--- config.mk ---
export PLATFORM = sky130hd
export DESIGN_NAME = block_write_arbiter_flat
export DESIGN_NICKNAME = d
export VERILOG_FILES = /design/src/rtl/block_write_arbiter_if.sv /design/src/rtl/block_write_arbiter.sv /design/src/flat_wrapper.sv
export SDC_FILE = /design/constraint.sdc
export NUM_CORES = 1
export LEC_CHECK = 0
export CORE_ASPECT_RATIO = 1.1
export CORE_UTILIZATION = 42
export DETAILED_ROUTE_END_ITERATION = 10
export GPL_ROUTABILITY_DRIVEN = 0
export MAX_ROUTING_LAYER = met4
export PLACE_DENSITY_LB_ADDON = 0.12
export SLEW_MARGIN = 30
export SYNTH_ARGS = -nofsm -noshare
export SYNTH_HDL_FRONTEND = slang
export SYNTH_SLANG_ARGS = --single-unit
--- constraint.sdc ---
create_clock -name clk -period 1.4 [get_ports clk]
set_input_delay 0.35 -clock clk [delete_from_list [all_inputs] [get_ports clk]]
set_output_delay 0.35 -clock clk [all_outputs]
set_load 0.005 [all_outputs]
--- src/rtl/block_write_arbiter_if.sv ---
// Write-port bundle between the block input sources, the arbiter and blockArray.
// The master modport is the requester/array side; the slave modport is the arbiter.
interface block_write_arbiter_if #(
    parameter int X_BITS = 4,
    parameter int Y_BITS = 4,
    parameter int VAL_W  = 2
);
    logic                     req_a;
    logic [X_BITS-1:0]        x_a;
    logic [Y_BITS-1:0]        y_a;
    logic [VAL_W-1:0]         val_a;
    logic                     ack_a;
    logic                     req_b;
    logic [X_BITS-1:0]        x_b;
    logic [Y_BITS-1:0]        y_b;
    logic [VAL_W-1:0]         val_b;
    logic                     ack_b;
    logic                     clr_start;
    logic                     busy;
    logic                     clr_done;
    logic [X_BITS+Y_BITS-1:0] w_index;
    logic [VAL_W-1:0]         w_value;
    logic                     w_en;

    modport master (
        output req_a, x_a, y_a, val_a, req_b, x_b, y_b, val_b, clr_start,
        input  ack_a, ack_b, busy, clr_done, w_index, w_value, w_en
    );

    modport slave (
        input  req_a, x_a, y_a, val_a, req_b, x_b, y_b, val_b, clr_start,
        output ack_a, ack_b, busy, clr_done, w_index, w_value, w_en
    );
endinterface

--- src/rtl/block_write_arbiter.sv ---
// Shares the blockArray write port between two requesters (round-robin) and
// runs a full-array clear sweep. Every output is registered.
//
// state | meaning
// IDLE  | arbitrate requests, accept clr_start
// CLEAR | write CLEAR_VAL to index cnt each cycle; cnt wrapping to 0 ends the sweep
module block_write_arbiter #(
    parameter int              X_BITS    = 4,
    parameter int              Y_BITS    = 4,
    parameter int              VAL_W     = 2,
    parameter logic [VAL_W-1:0] CLEAR_VAL = '0
) (
    input  logic                  clk,
    input  logic                  reset,
    block_write_arbiter_if.slave  bus
);
    localparam int IDX_W = X_BITS + Y_BITS;

    typedef enum logic {IDLE, CLEAR} state_t;

    state_t           state;
    logic [IDX_W-1:0] cnt;
    logic             last_grant_b;
    logic             elig_a;
    logic             elig_b;
    logic             grant_a;
    logic             grant_b;

    // A requester whose ack is showing this cycle sits out, so a held req is a fresh write.
    always_comb begin
        elig_a  = bus.req_a && !bus.ack_a;
        elig_b  = bus.req_b && !bus.ack_b;
        grant_a = elig_a && (!elig_b || last_grant_b);
        grant_b = elig_b && !grant_a;
    end

    always_ff @(posedge clk) begin
        if (reset) begin
            state        <= IDLE;
            cnt          <= '0;
            last_grant_b <= 1'b1;
            bus.w_en     <= 1'b0;
            bus.w_index  <= '0;
            bus.w_value  <= '0;
            bus.ack_a    <= 1'b0;
            bus.ack_b    <= 1'b0;
            bus.busy     <= 1'b0;
            bus.clr_done <= 1'b0;
        end else begin
            bus.ack_a    <= 1'b0;
            bus.ack_b    <= 1'b0;
            bus.clr_done <= 1'b0;
            case (state)
                IDLE: begin
                    if (bus.clr_start) begin
                        // Index 0 goes out on the accept edge so the sweep starts at T+1.
                        state       <= CLEAR;
                        bus.w_en    <= 1'b1;
                        bus.w_index <= '0;
                        bus.w_value <= CLEAR_VAL;
                        bus.busy    <= 1'b1;
                        cnt         <= IDX_W'(1);
                    end else begin
                        bus.w_en <= grant_a || grant_b;
                        if (grant_a) begin
                            bus.w_index  <= {bus.x_a, bus.y_a};
                            bus.w_value  <= bus.val_a;
                            bus.ack_a    <= 1'b1;
                            last_grant_b <= 1'b0;
                        end else if (grant_b) begin
                            bus.w_index  <= {bus.x_b, bus.y_b};
                            bus.w_value  <= bus.val_b;
                            bus.ack_b    <= 1'b1;
                            last_grant_b <= 1'b1;
                        end
                    end
                end
                CLEAR: begin
                    if (cnt == '0) begin
                        state        <= IDLE;
                        bus.w_en     <= 1'b0;
                        bus.busy     <= 1'b0;
                        bus.clr_done <= 1'b1;
                    end else begin
                        bus.w_en    <= 1'b1;
                        bus.w_index <= cnt;
                        bus.w_value <= CLEAR_VAL;
                        cnt         <= cnt + 1'b1;
                    end
                end
                default: state <= IDLE;
            endcase
        end
    end
endmodule

--- src/flat_wrapper.sv ---
// flat-port wrapper written by rule: the top's interface ports become plain ports
module block_write_arbiter_flat 
#(
    parameter int              X_BITS    = 4,
    parameter int              Y_BITS    = 4,
    parameter int              VAL_W     = 2,
    parameter logic [VAL_W-1:0] CLEAR_VAL = '0
)
  (clk, reset, bus_req_a, bus_x_a, bus_y_a, bus_val_a, bus_req_b, bus_x_b, bus_y_b, bus_val_b, bus_clr_start, bus_ack_a, bus_ack_b, bus_busy, bus_clr_done, bus_w_index, bus_w_value, bus_w_en);
  block_write_arbiter_if #(.X_BITS(X_BITS), .Y_BITS(Y_BITS), .VAL_W(VAL_W)) bus_i ();
  input  logic clk;
  input  logic reset;
  input wire logic [$bits(bus_i.req_a)-1:0] bus_req_a;
  input wire logic [$bits(bus_i.x_a)-1:0] bus_x_a;
  input wire logic [$bits(bus_i.y_a)-1:0] bus_y_a;
  input wire logic [$bits(bus_i.val_a)-1:0] bus_val_a;
  input wire logic [$bits(bus_i.req_b)-1:0] bus_req_b;
  input wire logic [$bits(bus_i.x_b)-1:0] bus_x_b;
  input wire logic [$bits(bus_i.y_b)-1:0] bus_y_b;
  input wire logic [$bits(bus_i.val_b)-1:0] bus_val_b;
  input wire logic [$bits(bus_i.clr_start)-1:0] bus_clr_start;
  output wire logic [$bits(bus_i.ack_a)-1:0] bus_ack_a;
  output wire logic [$bits(bus_i.ack_b)-1:0] bus_ack_b;
  output wire logic [$bits(bus_i.busy)-1:0] bus_busy;
  output wire logic [$bits(bus_i.clr_done)-1:0] bus_clr_done;
  output wire logic [$bits(bus_i.w_index)-1:0] bus_w_index;
  output wire logic [$bits(bus_i.w_value)-1:0] bus_w_value;
  output wire logic [$bits(bus_i.w_en)-1:0] bus_w_en;
  assign bus_i.req_a = bus_req_a;
  assign bus_i.x_a = bus_x_a;
  assign bus_i.y_a = bus_y_a;
  assign bus_i.val_a = bus_val_a;
  assign bus_i.req_b = bus_req_b;
  assign bus_i.x_b = bus_x_b;
  assign bus_i.y_b = bus_y_b;
  assign bus_i.val_b = bus_val_b;
  assign bus_i.clr_start = bus_clr_start;
  assign bus_ack_a = bus_i.ack_a;
  assign bus_ack_b = bus_i.ack_b;
  assign bus_busy = bus_i.busy;
  assign bus_clr_done = bus_i.clr_done;
  assign bus_w_index = bus_i.w_index;
  assign bus_w_value = bus_i.w_value;
  assign bus_w_en = bus_i.w_en;
  block_write_arbiter #(.X_BITS(X_BITS), .Y_BITS(Y_BITS), .VAL_W(VAL_W), .CLEAR_VAL(CLEAR_VAL)) u_core (.clk(clk), .reset(reset), .bus(bus_i));
endmodule
Yosys cells after proc, flatten, opt, wreduce, memory -nomap -nowiden
Cells that the tools add are included.
{ "totals": {"wordCells": 62, "register_bits": 25} }
{ "op_classes": {"n_bitwise": 2, "n_reduce_logical": 19, "n_eq_ne": 4, "n_mux": 26, "n_addsub": 1} }
{ "ops": {"columns": ["op", "n"], "rows": [
  ["$mux 8", 6],
  ["$pmux 8 s2", 2],
  ["$mux 1", 10],
  ["$add 8x1->8 const B", 1],
  ["$logic_not 8->1", 1],
  ["$mux 2", 4],
  ["$ne 2x2->1 const B", 3],
  ["$pmux 1 s2", 3],
  ["$reduce_and 2->1", 3],
  ["$logic_and 1x1->1", 4],
  ["$logic_not 1->1", 4],
  ["$ne 4x2->1 const B", 1],
  ["$pmux 2 s2", 1],
  ["$reduce_or 4->1", 1],
  ["$reduce_and 3->1", 1],
  ["$reduce_or 3->1", 1],
  ["$logic_or 1x1->1", 2],
  ["$not 1->1", 2],
  ["$reduce_bool 2->1", 1],
  ["$reduce_or 2->1", 1]
]} }

Depth between registers and ports, before layout
{ "logic_depth": {"word_depth": 11, "mapped_depth": 7, "mapped_depth_nobuf": 6} }

Worst setup path after synthesis
OpenSTA, ideal clock, no wires.
{ "synth_path": {"path_kind": "register -> register", "from": "register u_core.cnt[0]", "to": "register u_core.bus.w_index[7]", "setup_ns": 0.088, "stages_incl_launch_ff": 8, "required_time_ns": 1.312, "period_less_slack_ns": 1.453, "setup_slack_ns": -0.053, "arrival_time_ns": 1.365, "n_path_buf": 1, "cell_sequence": "dfxtp_1 > inv_1 > ha_1 > nor4b_4 > nand3_2 > and2_4 > buf_6 > a311oi_2"} }
{ "synth_between": {"elab_chain_cells": 3} }
{ "synth_lines": {"columns": ["element", "line_no", "text"], "rows": [
  ["start, declared", "block_write_arbiter.sv:22", "logic [IDX_W-1:0] cnt;"],
  ["start signal, assigned", "block_write_arbiter.sv:88", "cnt <= cnt + 1'b1;"],
  ["$logic_not 8->1", "block_write_arbiter.sv:79", "if (cnt == '0) begin"],
  ["$ne 2x2->1 (no source line)", null, null],
  ["$reduce_and 2->1 (no source line)", null, null],
  ["end signal, assigned", "block_write_arbiter.sv:66", "bus.w_index <= {bus.x_a, bus.y_a};"],
  ["end signal, assigned", "block_write_arbiter.sv:71", "bus.w_index <= {bus.x_b, bus.y_b};"],
  ["end signal, assigned", "block_write_arbiter.sv:86", "bus.w_index <= cnt;"],
  ["end, declared", "block_write_arbiter_if.sv:32", "output ack_a, ack_b, busy, clr_done, w_index, w_value, w_en"]
]} }
No other way between the ends.
A chain may end at the register's enable or synchronous reset.

Worst setup path after layout
{ "layout_path": {"from": "register u_core.cnt[0]", "to": "register u_core.bus.w_index[6]"} }
The elaborated chain is that of the path after synthesis.

==> metrics.yaml <==
setup_violations: 12
clockRootBuffer: "clkbuf_4"
fp-row-count: 21
required_ps: 1660
peakVddDrop_mv: 0.604
timing.final.crit_share_pct: 109
start_kind: "flip-flop"
fin_setup_tns_ps: -916
synth_area_mm2: 0.00141
die_y_um: 62.7
clkSinkCount: 25
yosysTopAreaCell: "dfxtp_1"
p_total_uw: 1760
post_drt_wl_per_cell_um: 17.0
synth_edf_count: 0
total_leakage_power_uw: 0.000869
drc: 6
async_reset_ff_share_pct: 0
start_util_pct: 44.9
timing.fmax_ghz: 0.656
crit_start: "u_core.cnt[0]"
worst_slack_ps: -125
dieArea_mm2: 0.00358
drive_above_1_share_pct: 45.5
relSlewSlack_pct: 79.0
slowest_stage: "dfxtp_2"
end_kind: "flip-flop"
antenna_found_initial: 0
dp.cells: 235
viasPerCell: 5.93
fin_cells: 247
synthDistinctLibCells: 39
worst_hold_path_type: "input pin to flip-flop"
ys_seq_area_share_pct: 35.6
cts_tree: "done"
synth_top_area_share_pct: 35.6
crit_path_cell_trace: "inv_2 > ha_4 > nor4b_4 > nand3_2 > and2_4 > a311oi_1"
timing.hold.ws_ps: 485
numCtsBuffers: 3
fin_worst_skew_ps: 1.75
cts_buffer_depth: 2
nets: 241
holdCritStartpoint: "bus_clr_start"
worstSkewPairLatency_ps: 330
min_period_ps: 1520
grt_remaining_overflow: 0
antennaDiodeCount: 0
utilization_pct: 70.1
status: "complete, but fails checks"
firstDrtPassIters: 7
drtAntennaViolNets: 0
ys_ff_latch: 25
avgSynthCellArea_um2: 9.43
path_clk_slew_ps: 150
vias: 1465
routed_wl_um: 4190
violations: "DRC, setup timing"
crit-reg2reg-launch: "u_core.cnt[0]"
synth_flop_cell: "dfxtp_1"
ctsHoldBuffers: 0
tightestPinTransition_ps: 307
p_per_area_mw_per_mm2: 801
grt_pass1_wl_um: 6790
grt_usage_pct: 25.1
grt_pass1_vias: 1392
yosysWarningCount: 0
worstSetupPathType: "flip-flop to flip-flop"
maxSlewViolCount: 0
pin_count: 40
chipWidth_um: 57.2
max_cap_violations: 0
rsz0062_at_grt: "true"
hpwl_um: 2790
areaGrowthSynthToFinish_pct: 56.1
port_buffers: 39
worst-path-max-fanout: 5
synth_area_leaders: "dfxtp_1 (36%), a311oi_1 (6.2%), clkbuf_8 (5.9%)"
final-hold-violation-count: 0
drt_iter0_drc: 59
syn_inst: 149
cp_data_arrival_time_ps: 1780
grt_max_degree: 16
cpPeakStageDelay_ps: 350
core_area_mm2: 0.00313
htreeDepth: 1
final.fill_count: 249
synth_nets: 176
[critical path, delay by kind of cell, from the launching register on]
kind / cells / cell delay (ps)
buffers and inverters: 1 / 80
DFF: 1 / 350
AOI/OAI and AO/OA: 1 / 240
adders and majority gates: 1 / 130
and+or+nand+nor: 3 / 650
[Yosys cell counts, types with 3 or more instances]
library cell,number
a21oi_1,13
a311oi_1,10
a31oi_1,10
a41oi_1,3
and3_1,3
and4_2,6
buf_6,3
clkbuf_1,5
clkbuf_8,6
dfxtp_1,25
nand2_1,15
nand2b_1,4
nand3_1,4
nand3b_1,4
nor3_1,5
[where the power goes]
part           leakage (uW)  switching (uW)  internal [uW]
Clock             0.0000139             244            110
Combinational      0.000644             271            329
Sequential         0.000211            32.1            773
Total              0.000869             547           1210
[registers in the layout, indices dropped and copies added (netlist names)]
name,flops
u_core.cnt,8
u_core.bus.clr_done,1
u_core.last_grant_b,1
u_core.bus.w_en,1
u_core.bus.ack_a,1
u_core.state,1
u_core.bus.w_value,2
u_core.bus.w_index,8
u_core.bus.ack_b,1
u_core.bus.busy,1
[layer usage]
| layer | up-vias | wire length, um | global-route usage, % | part of all wire, % |
|---|---|---|---|---|
| li1 | 701 | - | - | - |
| met2 | 38 | 2100 | 41.0 | 50 |
| met3 | 12 | 124 | 3.52 | 3.0 |
| met4 | 0 | 127 | 11.0 | 3.0 |
| met1 | 714 | 1840 | 30.4 | 44 |
| met5 | - | 0 | - | 0 |
[layout make-up]
cell class	count	area, um2	area share (%)
Inverter	2	7.51	0.342
Clock inverter	1	7.51	0.342
Multi-Input combinational cell	109	931	42.4
Sequential cell	25	522	23.8
Clock buffer	3	22.5	1.03
Tap cell	34	42.5	1.94
Timing Repair Buffer	73	661	30.1
[layout by cell type, fill, tap and decap left out, types with 3 or more instances in the layout]
cell type / netlist / final
buf_4: 0 / 28
clkdlybuf4s50_1: 0 / 22
dfxtp_2: 0 / 17
nand2_1: 15 / 15
dlygate4sd2_1: 0 / 15
a21oi_1: 13 / 8
dfxtp_1: 25 / 8
and4_4: 0 / 6
a311oi_2: 1 / 6
a21oi_2: 0 / 5
a31oi_1: 10 / 5
a311oi_1: 10 / 5
buf_6: 3 / 5
nand2b_1: 4 / 4
nand3b_1: 4 / 4
nand3_1: 4 / 4
a31oi_4: 0 / 3
a41oi_1: 3 / 3
nor3_1: 5 / 3
clkbuf_4: 0 / 3
[logic make-up (layout without fill, tap and decap cells)]
kind of cell / Yosys count / count (layout) / synth area share [%]
buffers and inverters: 18 / 79 / 11.6
AO/OA/AOI/OAI: 45 / 45 / 22.5
AND/OR/NAND/NOR: 57 / 60 / 27.1
adder cells (fa/ha/maj): 2 / 2 / 1.78
multiplexers: 2 / 2 / 1.42
flip-flops: 25 / 25 / 35.6
[path summary, 6_finish.rpt]
kind / end / slack [ps] / cells after the start
setup / recovery: u_core.bus.w_index[6] / -120 / 6
hold / removal: u_core.cnt[5] / 480 / 4
hold reg to reg: u_core.bus.w_value[1] / 500 / 2
setup reg to reg: u_core.bus.w_index[6] / -120 / 6
[per-stage QoR]
stage | instance area, um2 | setup WS, ps
6_report | 2190 | -125
5_1_grt | 2190 | -178
4_1_cts | 2080 | -119
3_5_place_dp | 1920 | -732
3_3_place_gp | 1920 | -681
2_1_floorplan | 1410 | -3.97
[timing repair]
item,4_1_cts,5_1_grt
pin swaps,8,12
cloned,3,0
endpoints found under the setup margin,27,19
resized for setup,51,25
buffers inserted,3,3
No activity file was read; power rests on OpenSTA's default activity.
